--- src/rtl/lsu_if.sv ---
// Data-bus bundle between the load/store unit (master) and memory (slave).
// Single outstanding req/ack transaction; bus_rdata is qualified by bus_ack.
interface lsu_if #(
    parameter int WIDTH = 32
) ();
    logic             bus_req;
    logic             bus_we;
    logic [WIDTH-1:0] bus_addr;
    logic [WIDTH-1:0] bus_wdata;
    logic [3:0]       bus_be;
    logic [WIDTH-1:0] bus_rdata;
    logic             bus_ack;

    modport master (
        output bus_req, bus_we, bus_addr, bus_wdata, bus_be,
        input  bus_rdata, bus_ack
    );

    modport slave (
        input  bus_req, bus_we, bus_addr, bus_wdata, bus_be,
        output bus_rdata, bus_ack
    );
endinterface

--- src/rtl/lsu.sv ---
// RV32I load/store unit: one req/ack bus transaction per instruction, stalling the core.
// Define LSU_TIMEOUT_EN to abort a REQ that waits TIMEOUT cycles without bus_ack.
module lsu #(
    parameter int WIDTH   = 32,
    parameter int TIMEOUT = 16
) (
    input  logic             clk,
    input  logic             reset,
    input  logic             start,
    input  logic             mem_write,
    input  logic [2:0]       funct3,
    input  logic [WIDTH-1:0] addr,
    input  logic [WIDTH-1:0] write_data,
    output logic [WIDTH-1:0] rd_data,
    output logic             done,
    output logic             err,
    output logic             stall,
    lsu_if.master            bus
);

    typedef enum logic [1:0] {IDLE, REQ, DONE, FAULT} state_t;

    state_t     state_q, state_d;
    logic [2:0] f3_q;
    logic [1:0] ofs_q;
    logic       bad_access;
    logic       timeout;

    function automatic logic is_illegal(input logic we, input logic [2:0] f3);
        if (we) return (f3 > 3'b010);
        return (f3 == 3'b011) || (f3 == 3'b110) || (f3 == 3'b111);
    endfunction

    function automatic logic is_misaligned(input logic [2:0] f3, input logic [1:0] ofs);
        case (f3[1:0])
            2'b01:   return ofs[0];
            2'b10:   return (ofs != 2'b00);
            default: return 1'b0;
        endcase
    endfunction

    function automatic logic [WIDTH-1:0] store_data(input logic [2:0] f3, input logic [WIDTH-1:0] wd);
        case (f3[1:0])
            2'b00:   return {4{wd[7:0]}};
            2'b01:   return {2{wd[15:0]}};
            default: return wd;
        endcase
    endfunction

    function automatic logic [3:0] store_be(input logic [2:0] f3, input logic [1:0] ofs);
        case (f3[1:0])
            2'b00:   return 4'b0001 << ofs;
            2'b01:   return ofs[1] ? 4'b1100 : 4'b0011;
            default: return 4'b1111;
        endcase
    endfunction

    function automatic logic [WIDTH-1:0] load_extend(input logic [2:0] f3, input logic [1:0] ofs,
                                                     input logic [WIDTH-1:0] d);
        logic signed [7:0]  b_s;
        logic signed [15:0] h_s;
        b_s = $signed(d[{ofs, 3'b000} +: 8]);
        h_s = ofs[1] ? $signed(d[31:16]) : $signed(d[15:0]);
        case (f3)
            3'b000:  return WIDTH'(b_s);
            3'b001:  return WIDTH'(h_s);
            3'b100:  return WIDTH'($unsigned(b_s));
            3'b101:  return WIDTH'($unsigned(h_s));
            default: return d;
        endcase
    endfunction

    assign bad_access = is_illegal(mem_write, funct3) || is_misaligned(funct3, addr[1:0]);

`ifdef LSU_TIMEOUT_EN
    localparam int CNT_W = $clog2(TIMEOUT + 1);
    logic [CNT_W-1:0] wait_q;

    // Counter is zero on every REQ entry because it is held clear outside REQ.
    always_ff @(posedge clk or negedge reset) begin
        if (!reset)               wait_q <= '0;
        else if (state_q != REQ)  wait_q <= '0;
        else                      wait_q <= wait_q + CNT_W'(1);
    end

    assign timeout = (state_q == REQ) && !bus.bus_ack && (wait_q == CNT_W'(TIMEOUT - 1));
`else
    assign timeout = 1'b0;
`endif

    always_ff @(posedge clk or negedge reset) begin
        if (!reset) state_q <= IDLE;
        else        state_q <= state_d;
    end

    always_comb begin
        state_d = state_q;
        case (state_q)
            IDLE:    if (start) state_d = bad_access ? FAULT : REQ;
            REQ:     if (bus.bus_ack) state_d = DONE;
                     else if (timeout) state_d = FAULT;
            DONE:    state_d = IDLE;
            FAULT:   state_d = IDLE;
            default: state_d = IDLE;
        endcase
    end

    assign done  = (state_q == DONE) || (state_q == FAULT);
    assign err   = (state_q == FAULT);
    assign stall = start & ~done;

    // Bus fields are captured only for accepted accesses so they stay stable across REQ.
    always_ff @(posedge clk or negedge reset) begin
        if (!reset) begin
            bus.bus_req   <= 1'b0;
            bus.bus_we    <= 1'b0;
            bus.bus_addr  <= '0;
            bus.bus_wdata <= '0;
            bus.bus_be    <= 4'b0000;
            rd_data       <= '0;
            f3_q          <= 3'b000;
            ofs_q         <= 2'b00;
        end else begin
            bus.bus_req <= (state_d == REQ);
            if (state_q == IDLE && start) begin
                f3_q  <= funct3;
                ofs_q <= addr[1:0];
                if (bad_access) begin
                    rd_data <= '0;
                end else begin
                    bus.bus_we    <= mem_write;
                    bus.bus_addr  <= {addr[WIDTH-1:2], 2'b00};
                    bus.bus_be    <= mem_write ? store_be(funct3, addr[1:0]) : 4'b1111;
                    bus.bus_wdata <= mem_write ? store_data(funct3, write_data) : '0;
                end
            end
            if (state_q == REQ) begin
                if (bus.bus_ack) begin
                    if (!bus.bus_we) rd_data <= load_extend(f3_q, ofs_q, bus.bus_rdata);
                end else if (timeout) begin
                    rd_data <= WIDTH'(32'hDEAD_BEEF);
                end
            end
        end
    end

endmodule

--- src/flat_wrapper.sv ---
// flat-port wrapper written by rule: the top's interface ports become plain ports
module lsu_flat 
#(
    parameter int WIDTH   = 32,
    parameter int TIMEOUT = 16
)
  (clk, reset, start, mem_write, funct3, addr, write_data, rd_data, done, err, stall, bus_bus_req, bus_bus_we, bus_bus_addr, bus_bus_wdata, bus_bus_be, bus_bus_rdata, bus_bus_ack);
  lsu_if #(.WIDTH(WIDTH)) bus_i ();
  input  logic clk;
  input  logic reset;
  input  logic start;
  input  logic mem_write;
  input  logic [2:0] funct3;
  input  logic [WIDTH-1:0] addr;
  input  logic [WIDTH-1:0] write_data;
  output logic [WIDTH-1:0] rd_data;
  output logic done;
  output logic err;
  output logic stall;
  output wire logic [$bits(bus_i.bus_req)-1:0] bus_bus_req;
  output wire logic [$bits(bus_i.bus_we)-1:0] bus_bus_we;
  output wire logic [$bits(bus_i.bus_addr)-1:0] bus_bus_addr;
  output wire logic [$bits(bus_i.bus_wdata)-1:0] bus_bus_wdata;
  output wire logic [$bits(bus_i.bus_be)-1:0] bus_bus_be;
  input wire logic [$bits(bus_i.bus_rdata)-1:0] bus_bus_rdata;
  input wire logic [$bits(bus_i.bus_ack)-1:0] bus_bus_ack;
  assign bus_bus_req = bus_i.bus_req;
  assign bus_bus_we = bus_i.bus_we;
  assign bus_bus_addr = bus_i.bus_addr;
  assign bus_bus_wdata = bus_i.bus_wdata;
  assign bus_bus_be = bus_i.bus_be;
  assign bus_i.bus_rdata = bus_bus_rdata;
  assign bus_i.bus_ack = bus_bus_ack;
  lsu #(.WIDTH(WIDTH), .TIMEOUT(TIMEOUT)) u_core (.clk(clk), .reset(reset), .start(start), .mem_write(mem_write), .funct3(funct3), .addr(addr), .write_data(write_data), .rd_data(rd_data), .done(done), .err(err), .stall(stall), .bus(bus_i));
endmodule
--- config.mk ---
export PLATFORM = sky130hd
export DESIGN_NAME = lsu_flat
export DESIGN_NICKNAME = d
export VERILOG_FILES = /design/src/rtl/lsu_if.sv /design/src/rtl/lsu.sv /design/src/flat_wrapper.sv
export SDC_FILE = /design/constraint.sdc
export NUM_CORES = 1
export LEC_CHECK = 0
export CAP_MARGIN = 10
export CORE_MARGIN = 2
export CORE_UTILIZATION = 57
export DETAILED_ROUTE_END_ITERATION = 10
export DONT_BUFFER_PORTS = 1
export MAX_ROUTING_LAYER = met4
export PLACE_DENSITY_LB_ADDON = 0.05
export REMOVE_ABC_BUFFERS = 1
export SETUP_SLACK_MARGIN = 0.02
export SLEW_MARGIN = 10
export SYNTH_ARGS = -nofsm -noshare
export SYNTH_HDL_FRONTEND = slang
export SYNTH_SLANG_ARGS = --single-unit
--- constraint.sdc ---
create_clock -name clk -period 1.6 [get_ports clk]
set_clock_uncertainty 0.05 [all_clocks]
set_input_delay 0.4 -clock clk [delete_from_list [all_inputs] [get_ports clk]]
set_output_delay 0.4 -clock clk [all_outputs]
set_load 0.01 [all_outputs]
# ---- After elaboration in Yosys (flattened, before gate mapping)
# Index checks and enable logic that the tools add are counted.
dict set report classes {
  shifts 2
  magnitude_cmp 1
  n_eq_ne 12
  n_mux 20
  reduce_logical 11
  bitwise 3
}
# operator count
set ops {}
lappend ops {{$mux 32} 6}
lappend ops {{$pmux 32 s4} 1}
lappend ops {{$pmux 32 s2} 1}
lappend ops {{$shiftx 32x6->8} 1}
lappend ops {{$mux 16} 1}
lappend ops {{$eq 3x3->1 const B} 4}
lappend ops {{$mux 4} 2}
lappend ops {{$pmux 4 s2} 1}
lappend ops {{$eq 2x1->1 const B} 3}
lappend ops {{$eq 2x2->1 const B} 3}
lappend ops {{$mux 2} 3}
lappend ops {{$pmux 2 s3} 1}
lappend ops {{$logic_not 2->1} 2}
lappend ops {{$logic_or 1x1->1} 4}
lappend ops {{$shl 1x2->4 const A} 1}
lappend ops {{$eq 3x1->1 const B} 1}
lappend ops {{$eq 3x2->1 const B} 1}
lappend ops {{$gt 3x2->1 const B} 1}
lappend ops {{$logic_not 3->1} 1}
lappend ops {{$mux 1} 3}
lappend ops {{$not 1->1} 2}
lappend ops {{$pmux 1 s2} 1}
lappend ops {{$reduce_and 2->1} 1}
lappend ops {{$reduce_bool 2->1} 1}
lappend ops {{3 further kinds} 3}
dict set report totals {
  register_bits 107
}

# ---- Logic depth before layout (Yosys ltp)
# Gate-level depths: netlist of the first run.
dict set report logic_depth {
  word_depth 10
  depth_mapped 9
  depth_no_buf 6
}

# ---- Least setup slack after synthesis of the first run
# No wires, ideal clock.
dict set report synth_timing {
  path_kind {input port to flip-flop}
  start {input port funct3[1]}
  end {register u_core.bus.bus_addr[10]}
  path_stages 9
  setup_slack_ns -0.909
  arrival_time_ns 2.334
  setup_ns 0.125
  path_cell_list {clkbuf_1 -> inv_1 -> ha_1 -> o211ai_1 -> and2_1 -> and3_1 -> buf_2 -> buf_2 -> mux2_2}
}
dict set report synth_between {
  elab_chain_len 7
}
# item line_no
set synth_rtl {}
lappend synth_rtl {{start: declaration} flat_wrapper.sv:13} ;# input logic [2:0] funct3;
lappend synth_rtl {{branches (longest 4 deep; another with $gt 3x2->1)} n/a}
lappend synth_rtl {{$logic_or 1x1->1 (*)} lsu.sv:73} ;# assign bad_access = is_illegal(mem_write, funct3) || is_misaligned(funct3, addr[1:0]);
lappend synth_rtl {{$not 1->1 (no line) (*)} n/a}
lappend synth_rtl {{$reduce_and 2->1 (no line) (*)} n/a}
lappend synth_rtl {{end signal: assignment} lsu.sv:132} ;# bus.bus_addr <= {addr[WIDTH-1:2], 2'b00};
lappend synth_rtl {{end: declaration} lsu_if.sv:15} ;# output bus_req, bus_we, bus_addr, bus_wdata, bus_be,
# Mark *: on every way between the ends. The select of a mux whose other input is x is not followed.
# A chain may end at the register's enable or synchronous reset.

# ---- Final worst setup path of the first run
dict set report layout_timing {
  start {register u_core.state_q[1]}
  end {register u_core.rd_data[24]}
}
dict set report layout_between {
  elab_chain_len 6
}
# item line_no
set layout_rtl {}
lappend layout_rtl {{start: declaration} lsu.sv:23} ;# state_t state_q, state_d;
lappend layout_rtl {{start signal: assignment} lsu.sv:93} ;# else state_q <= state_d;
lappend layout_rtl {{$logic_not 2->1} lsu.sv:125} ;# if (state_q == IDLE && start) begin
lappend layout_rtl {{$logic_and 1x1->1} lsu.sv:125}
lappend layout_rtl {{$mux 32} lsu.sv:125}
lappend layout_rtl {{$mux 32} lsu.sv:139} ;# if (!bus.bus_we) rd_data <= load_extend(f3_q, ofs_q, bus.bus_rdata);
lappend layout_rtl {{$mux 32} lsu.sv:138} ;# if (bus.bus_ack) begin
lappend layout_rtl {{$mux 32 (*)} lsu.sv:137} ;# if (state_q == REQ) begin
lappend layout_rtl {{end signal: assignment} lsu.sv:139}
lappend layout_rtl {{end signal: assignment} lsu.sv:141} ;# rd_data <= WIDTH'(32'hDEAD_BEEF);
lappend layout_rtl {{end: declaration} lsu.sv:14} ;# output logic [WIDTH-1:0] rd_data,
# Every way passes the cells marked *; elsewhere a longest branch is shown, timed or not.

==> impl_results.md, run 1 <==
* Initial Util at 57.7%
* Fmax at 533 MHz
* PortBufs at 0
* Met2 Wirelength at 6840 um
* # DRC at 0
* Fillers at 586
* Comb pwr share at 39.0%
* Reg clk slew, reported paths at 0.12 ns
* Worst EP arrival at 2.09 ns
* First-pass GRT wire length at 21200 um
* Worst hold path type: in2async
* Violated checks: hold timing, setup timing
* Initial DRC count at 273
* Static Leak at 2.79 nW
* Crit path time final at 1.88 ns
* Area after DPL at 5300 sq um
* Syn_area_per_cell at 12.5 sq um
* Die height at 97.2 um
* CP Data Required Time at 1.81 ns
* Share of layout cells above drive strength 1 at 35.0%
* Crit-path max FO at 8
* Unique masters post-synth at 48
* Largest net degree at the start of global routing at 108
* Total grt overflow at 0
* P_sw at 0.00435 W
* PD cells at 1860 nW/um^2
* Unrepaired setup endpoints after global routing: true
* Actual slew at the worst max-slew pin at 0.966 ns
* IO Pins at 209
* Main area contributors after synthesis: dfrtp_1 54%, mux2_2 7.5%, a221o_1 4.8%
* Row Count at 34
* Worst vdd ir at 1.15 mV
* Register bit total from synthesis at 107
* Clock root buffer: clkbuf_8
* Sw frac at 37.6%
* Clock net sink count at 107
* Worst setup margin at -0.276 ns
* M1 WL at 5690 um
* Multi-input gate area at 2480 sq um
* Hold slack final at -0.343 ns
* Number of global-route vias before repair at 3783
* Register area at 2680 sq um
* Final setup violation count at 99
* Worst Setup Path Type: reg2reg
* Cell Int Power at 0.00723 W
* Area Growth Syn to Fin at 25.6%
* Nets at 540
* Reg2reg path depth at 5
* Clk network pwr share at 14.1%
* Ys flop type: dfrtp_1
* Max-cap violation count at 0
* Synthesized cell area at 4960 sq um
* Sequential fraction of the synthesis area at 54.0%
* Final slew viol count at 0
* Routability cong. at 0.854
* Antenna diodes at 0
* Final Total Pwr at 0.0116 W
* Commonest non-fill, non-tap cell in the layout: dfrtp_1
* Cell taking the most area after synthesis: dfrtp_1
* Routed vias at 3638
* Clock buffer depth at 2
* CTS tree: yes
* YS warnings at 0
* Final wirelength at 13800 um
* # H-tree levels at 3
* Commonest cells after routing, fill and taps aside: 106 x dfrtp_1, 37 x buf_4, 30 x mux2_4
* Die width at 97.2 um
* Number of enable flip-flop cells after synthesis at 0
* TritonCTS Buffers at 9
* Drt wl/cell at 25.3 um
* Setup crit end kind: register
* TritonRoute pass-1 iters at 5
* Worst setup SP type: register
* All-Layer GR Usage at 29.5%
* Met3 wire length at 1080 um
* Fin area at 6230 sq um
* Fraction of registers with async set/reset at 100%
* Setup tns final at -20.17 ns
* Fin crit share at 117%
* Initial antenna violation count at 0
* Die footprint at 9460 sq um
* Outcome: finished, violations left
* Slew headroom at 35.3%
* Share of the synthesized area in the top cell type at 54.0%
* Endpoints failing hold at 107
* Antenna viol nets, final at 0
* Clock Latency Late Sink at 0.37 ns
* Post-DP HPWL at 8520 um
* Core area at 8590 sq um
* DR vias/cell at 6.68
* Top sig layer: met4
* Flop pwr share at 46.9%
* Syn Inst Count at 398
cells in the mapped netlist, types with 3 or more instances:
| master | number |
|---|---|
| dfrtp_1 | 107 |
| mux2_2 | 33 |
| o2bb2ai_1 | 25 |
| a221o_1 | 24 |
| a22o_1 | 23 |
| clkbuf_1 | 17 |
| a21o_1 | 14 |
| a21oi_1 | 10 |
| buf_2 | 10 |
| nor2b_1 | 10 |
| a211oi_1 | 9 |
| mux2i_1 | 9 |
| a22oi_1 | 8 |
| nor2_1 | 8 |
| nor3_1 | 8 |
| a311oi_1 | 7 |
| nand2_1 | 7 |
| nor4_1 | 7 |
| inv_1 | 6 |
| nand2b_1 | 6 |
| o21ai_0 | 5 |
| and2_1 | 4 |
| buf_4 | 4 |
| buf_6 | 4 |
| ha_1 | 4 |
| nand3_1 | 3 |
state kept, by name, summed over array words and instances, names as in the netlist:
name and flops:
u_core.bus.bus_be 4, u_core.bus.bus_we 1, u_core.bus.bus_req 1, u_core.state_q 2
u_core.bus.bus_addr 30, u_core.ofs_q 2, u_core.bus.bus_wdata 32, u_core.rd_data 32
u_core.f3_q 3
metrics by stage:
stage | util [%] | instances | setup WS (ns)
6_report | 72.5 | 545 | -0.276
5_1_grt | 72.5 | 545 | -0.316
4_1_cts | 70.5 | 543 | -0.268
3_5_place_dp | 61.7 | 515 | -0.504
3_3_place_gp | 61.7 | 515 | -0.448
2_1_floorplan | - | 362 | -1.16
what timing repair did:
action	in CTS	in global routing
pin swaps	11	6
gates cloned	6	1
hold endpoints to repair	107	107
setup endpoints to repair	103	104
gates resized for setup	78	20
setup buffers	7	2
final timing paths:
| path | from | endpoint | slack [ns] |
|---|---|---|---|
| setup / recovery | u_core.state_q[1] | u_core.rd_data[24] | -0.28 |
| hold / removal | reset | u_core.bus.bus_addr[3] | -0.34 |
| setup reg to reg | u_core.state_q[1] | u_core.rd_data[24] | -0.28 |
| hold reg to reg | u_core.f3_q[2] | u_core.f3_q[2] | 0.50 |
| max in group asynchronous | reset | u_core.bus.bus_addr[13] | 1.69 |
| min in group clk | bus_bus_ack | u_core.state_q[0] | 0.05 |
worst max-delay path: stages (launching register included):
cell and delay [ns]:
dfrtp_1 0.43, nand2b_4 0.16, or3_4 0.34, a31o_4 0.29, buf_12 0.16, a221o_1 0.34
power by group through the flow:
stage / sequential [W] / clock (W) / combinational [W]
after detailed placement: 0.00533 / 0 / 0.00339
final: 0.00544 / 0.00163 / 0.00452
after CTS: 0.00539 / 0.00165 / 0.00424
after global routing: 0.00556 / 0.00173 / 0.00484
after floorplan: 0.00519 / 0 / 0.00213
after global placement: 0.00534 / 0 / 0.00327
routing by layer:
metal  vias up  track usage, %
met2       172            45.2
met4         0            9.29
met1      1840            38.8
li1       1610               -
met3        16            8.06
met5         -               -
cell type report:
type / instances / area share, %
clock buffer: 9 / 1.99
clock inverter: 7 / 1.07
inverter: 7 / 0.422
multi-input combinational: 248 / 39.9
sequential: 107 / 43.0
tap: 108 / 2.17
timing repair buffer: 59 / 11.4
kinds of logic after synthesis:
group | count (synthesis) | synth area share [%]
simple gates | 63 | 7.52
compound gates | 136 | 23.1
other cells | 1 | 0.0757
fa+ha+maj | 4 | 1.01
mux | 43 | 9.77
flops | 107 | 54.0
buf+inv | 44 | 4.49
Power figures use the tool's default switching activity.
==> run 2: changes to the inputs <==
--- a/config.mk
+++ b/config.mk
@@ -7,7 +7,8 @@
 export LEC_CHECK = 0
 export CAP_MARGIN = 10
 export CORE_MARGIN = 2
-export CORE_UTILIZATION = 57
+export CORE_UTILIZATION = 59
+export CTS_BUF_LIST = sky130_fd_sc_hd__clkbuf_4
 export DETAILED_ROUTE_END_ITERATION = 10
 export DONT_BUFFER_PORTS = 1
 export MAX_ROUTING_LAYER = met4
==> impl_results.md, run 2 (synthesized netlist as in run 1, its figures left out) <==
* Met2 Wirelength at 7400 um
* Largest regs: u_core.bus.bus_wdata: 32 flops, u_core.rd_data: 32 flops, u_core.bus.bus_addr: 30 flops
* Buf/Inv on CP at 3
* Worst Setup Path Type: reg2reg
* Worst setup margin at -0.287 ns
* Top sig layer: met4
* Fmax at 530 MHz
* Die height at 95.7 um
* Worst-path cell chain: buf_6, nor3b_2, buf_4, and3_4, buf_12, mux2_2
* Setup crit end kind: register
* Unrepaired setup endpoints after global routing: true
* Die footprint at 9150 sq um
* Static Leak at 2.90 nW
* Worst hold path type: in2async
* Nets at 589
* M1 WL at 5760 um
* Fillers at 490
* TritonRoute pass-1 iters at 4
* Final Core Density at 78.8%
* Clock root buffer: clkbuf_4
* First-pass GRT wire length at 19600 um
* Endpoints failing hold at 107
* Clk network pwr share at 13.9%
* Total grt overflow at 0
* Clock buffer depth at 2
* Outcome: finished, violations left
* Fin crit share at 118%
* Top Family by Delay on Critical Path: buffers and inverters
* Routability cong. at 0.794
* CP Data Required Time at 1.90 ns
* Antenna diodes at 0
* Final setup violation count at 104
* Share of layout cells above drive strength 1 at 30.5%
* Reg clk slew, reported paths at 0.16 ns
* # DRC at 0
* Largest net degree at the start of global routing at 108
* Final wirelength at 14700 um
* Worst vdd ir at 1.03 mV
* TritonCTS Buffers at 9
* DR vias/cell at 6.62
* CP max stage delay at 0.47 ns
* Crit-path max FO at 16
* Clock Latency Late Sink at 0.45 ns
* Crit-path slowest cell: dfrtp_2
* Setup tns final at -22.72 ns
* Number of global-route vias before repair at 3643
* Commonest cells after routing, fill and taps aside: 106 x dfrtp_1, 44 x dlygate4sd3_1, 43 x buf_4
* Sw frac at 37.5%
* Max-cap violation count at 0
* Cell Int Power at 0.00708 W
* Post-DP HPWL at 8840 um
* Violated checks: hold timing, setup timing
* Worst setup SP type: register
* Core area at 8180 sq um
* Initial Util at 60.6%
* Drt wl/cell at 24.9 um
* P_sw at 0.00425 W
* Worst EP arrival at 2.18 ns
* CTS tree: yes
* Comb pwr share at 38.5%
* Commonest non-fill, non-tap cell in the layout: dfrtp_1
* Die width at 95.7 um
* # H-tree levels at 3
* Met3 wire length at 1470 um
* Routed vias at 3915
* Area Growth Syn to Fin at 30.0%
* Initial DRC count at 257
* All-Layer GR Usage at 29.4%
* PortBufs at 0
* IO Pins at 209
* PD cells at 1760 nW/um^2
* Hold slack final at -0.443 ns
* Critical path startpoint: u_core.state_q[0]
* FF-to-FF Start: u_core.state_q[0]
* Initial antenna violation count at 0
* Antenna viol nets, final at 0
* Crit path time final at 1.89 ns
* Row Count at 33
* Final slew viol count at 0
* Flop pwr share at 47.5%
* Clock net sink count at 107
-- run 2: cell types whose count changed in the layout (fill, tap and decap cells not counted), sizes merged --
cell	before	now
dlygate4sd3	0	44
bufinv	0	2
clkbuf	10	13
inv	10	8
buf	58	60
-- run 2: what timing repair did --
item	in CTS	in global routing
hold buffers	3	41
resized for setup	23	41
cloned	3	5
pin swaps	4	22
endpoints found under the hold margin	111	148
setup buffers	7	4
setup endpoints to repair	104	104
-- run 2: worst paths after layout --
check / end / slack, ns / cells past startpoint
setup / recovery: u_core.bus.bus_addr[11] / -0.29 / 6
hold / removal: u_core.rd_data[18] / -0.44 / 0
setup reg to reg: u_core.bus.bus_addr[11] / -0.29 / 6
hold reg to reg: u_core.f3_q[2] / 0.49 / 1
max in group asynchronous: u_core.f3_q[1] / 1.78 / 0
min in group clk: u_core.bus.bus_wdata[6] / 0.03 / 1
-- run 2: final cells by class --
type | instances | area (sq um) | area share [%]
tap | 105 | 131 | 2.04
clock inverter | 7 | 97.6 | 1.51
clock buffer | 9 | 67.6 | 1.05
sequential | 107 | 2680 | 41.6
inverter | 7 | 26.3 | 0.408
timing repair buffer | 108 | 1160 | 18.0
multi-input combinational | 248 | 2280 | 35.4
-- run 2: worst register-to-register path: cells and delay by family, from the launching register on --
family / cells / cell delay (ns)
buffers and inverters: 3 / 0.47
muxes: 1 / 0.36
and+or+nand+nor: 2 / 0.44
DFF: 1 / 0.47
-- run 2: power groups by stage --
stage	Combinational (W)	Clock [W]	Sequential (W)
2_1_floorplan	0.00213	0	0.00519
3_3_place_gp	0.00325	0	0.00534
3_5_place_dp	0.00341	0	0.00535
4_1_cts	0.00373	0.00158	0.00534
5_1_grt	0.00466	0.00173	0.00554
6_report	0.00437	0.00158	0.00539
-- run 2: per-stage QoR --
stage                     std cells  power [W]  area, sq um  hold slack [ns]  setup WS, ns
after floorplan                 362    0.00732         4760           0.0544         -1.16
after global placement          512    0.00859         5300           0.0564        -0.418
after detailed placement        512    0.00876         5300           0.0566        -0.481
after CTS                       541     0.0106         5720           -0.456        -0.270
after global routing            591     0.0119         6440           -0.501        -0.348
final                           591     0.0113         6440           -0.443        -0.287
-- run 2: per-layer routing --
metal,GRT usage [%],up-vias
li1,-,1701
met1,38.2,1993
met2,44.9,210
met3,10.4,11
met4,6.67,0
met5,-,-
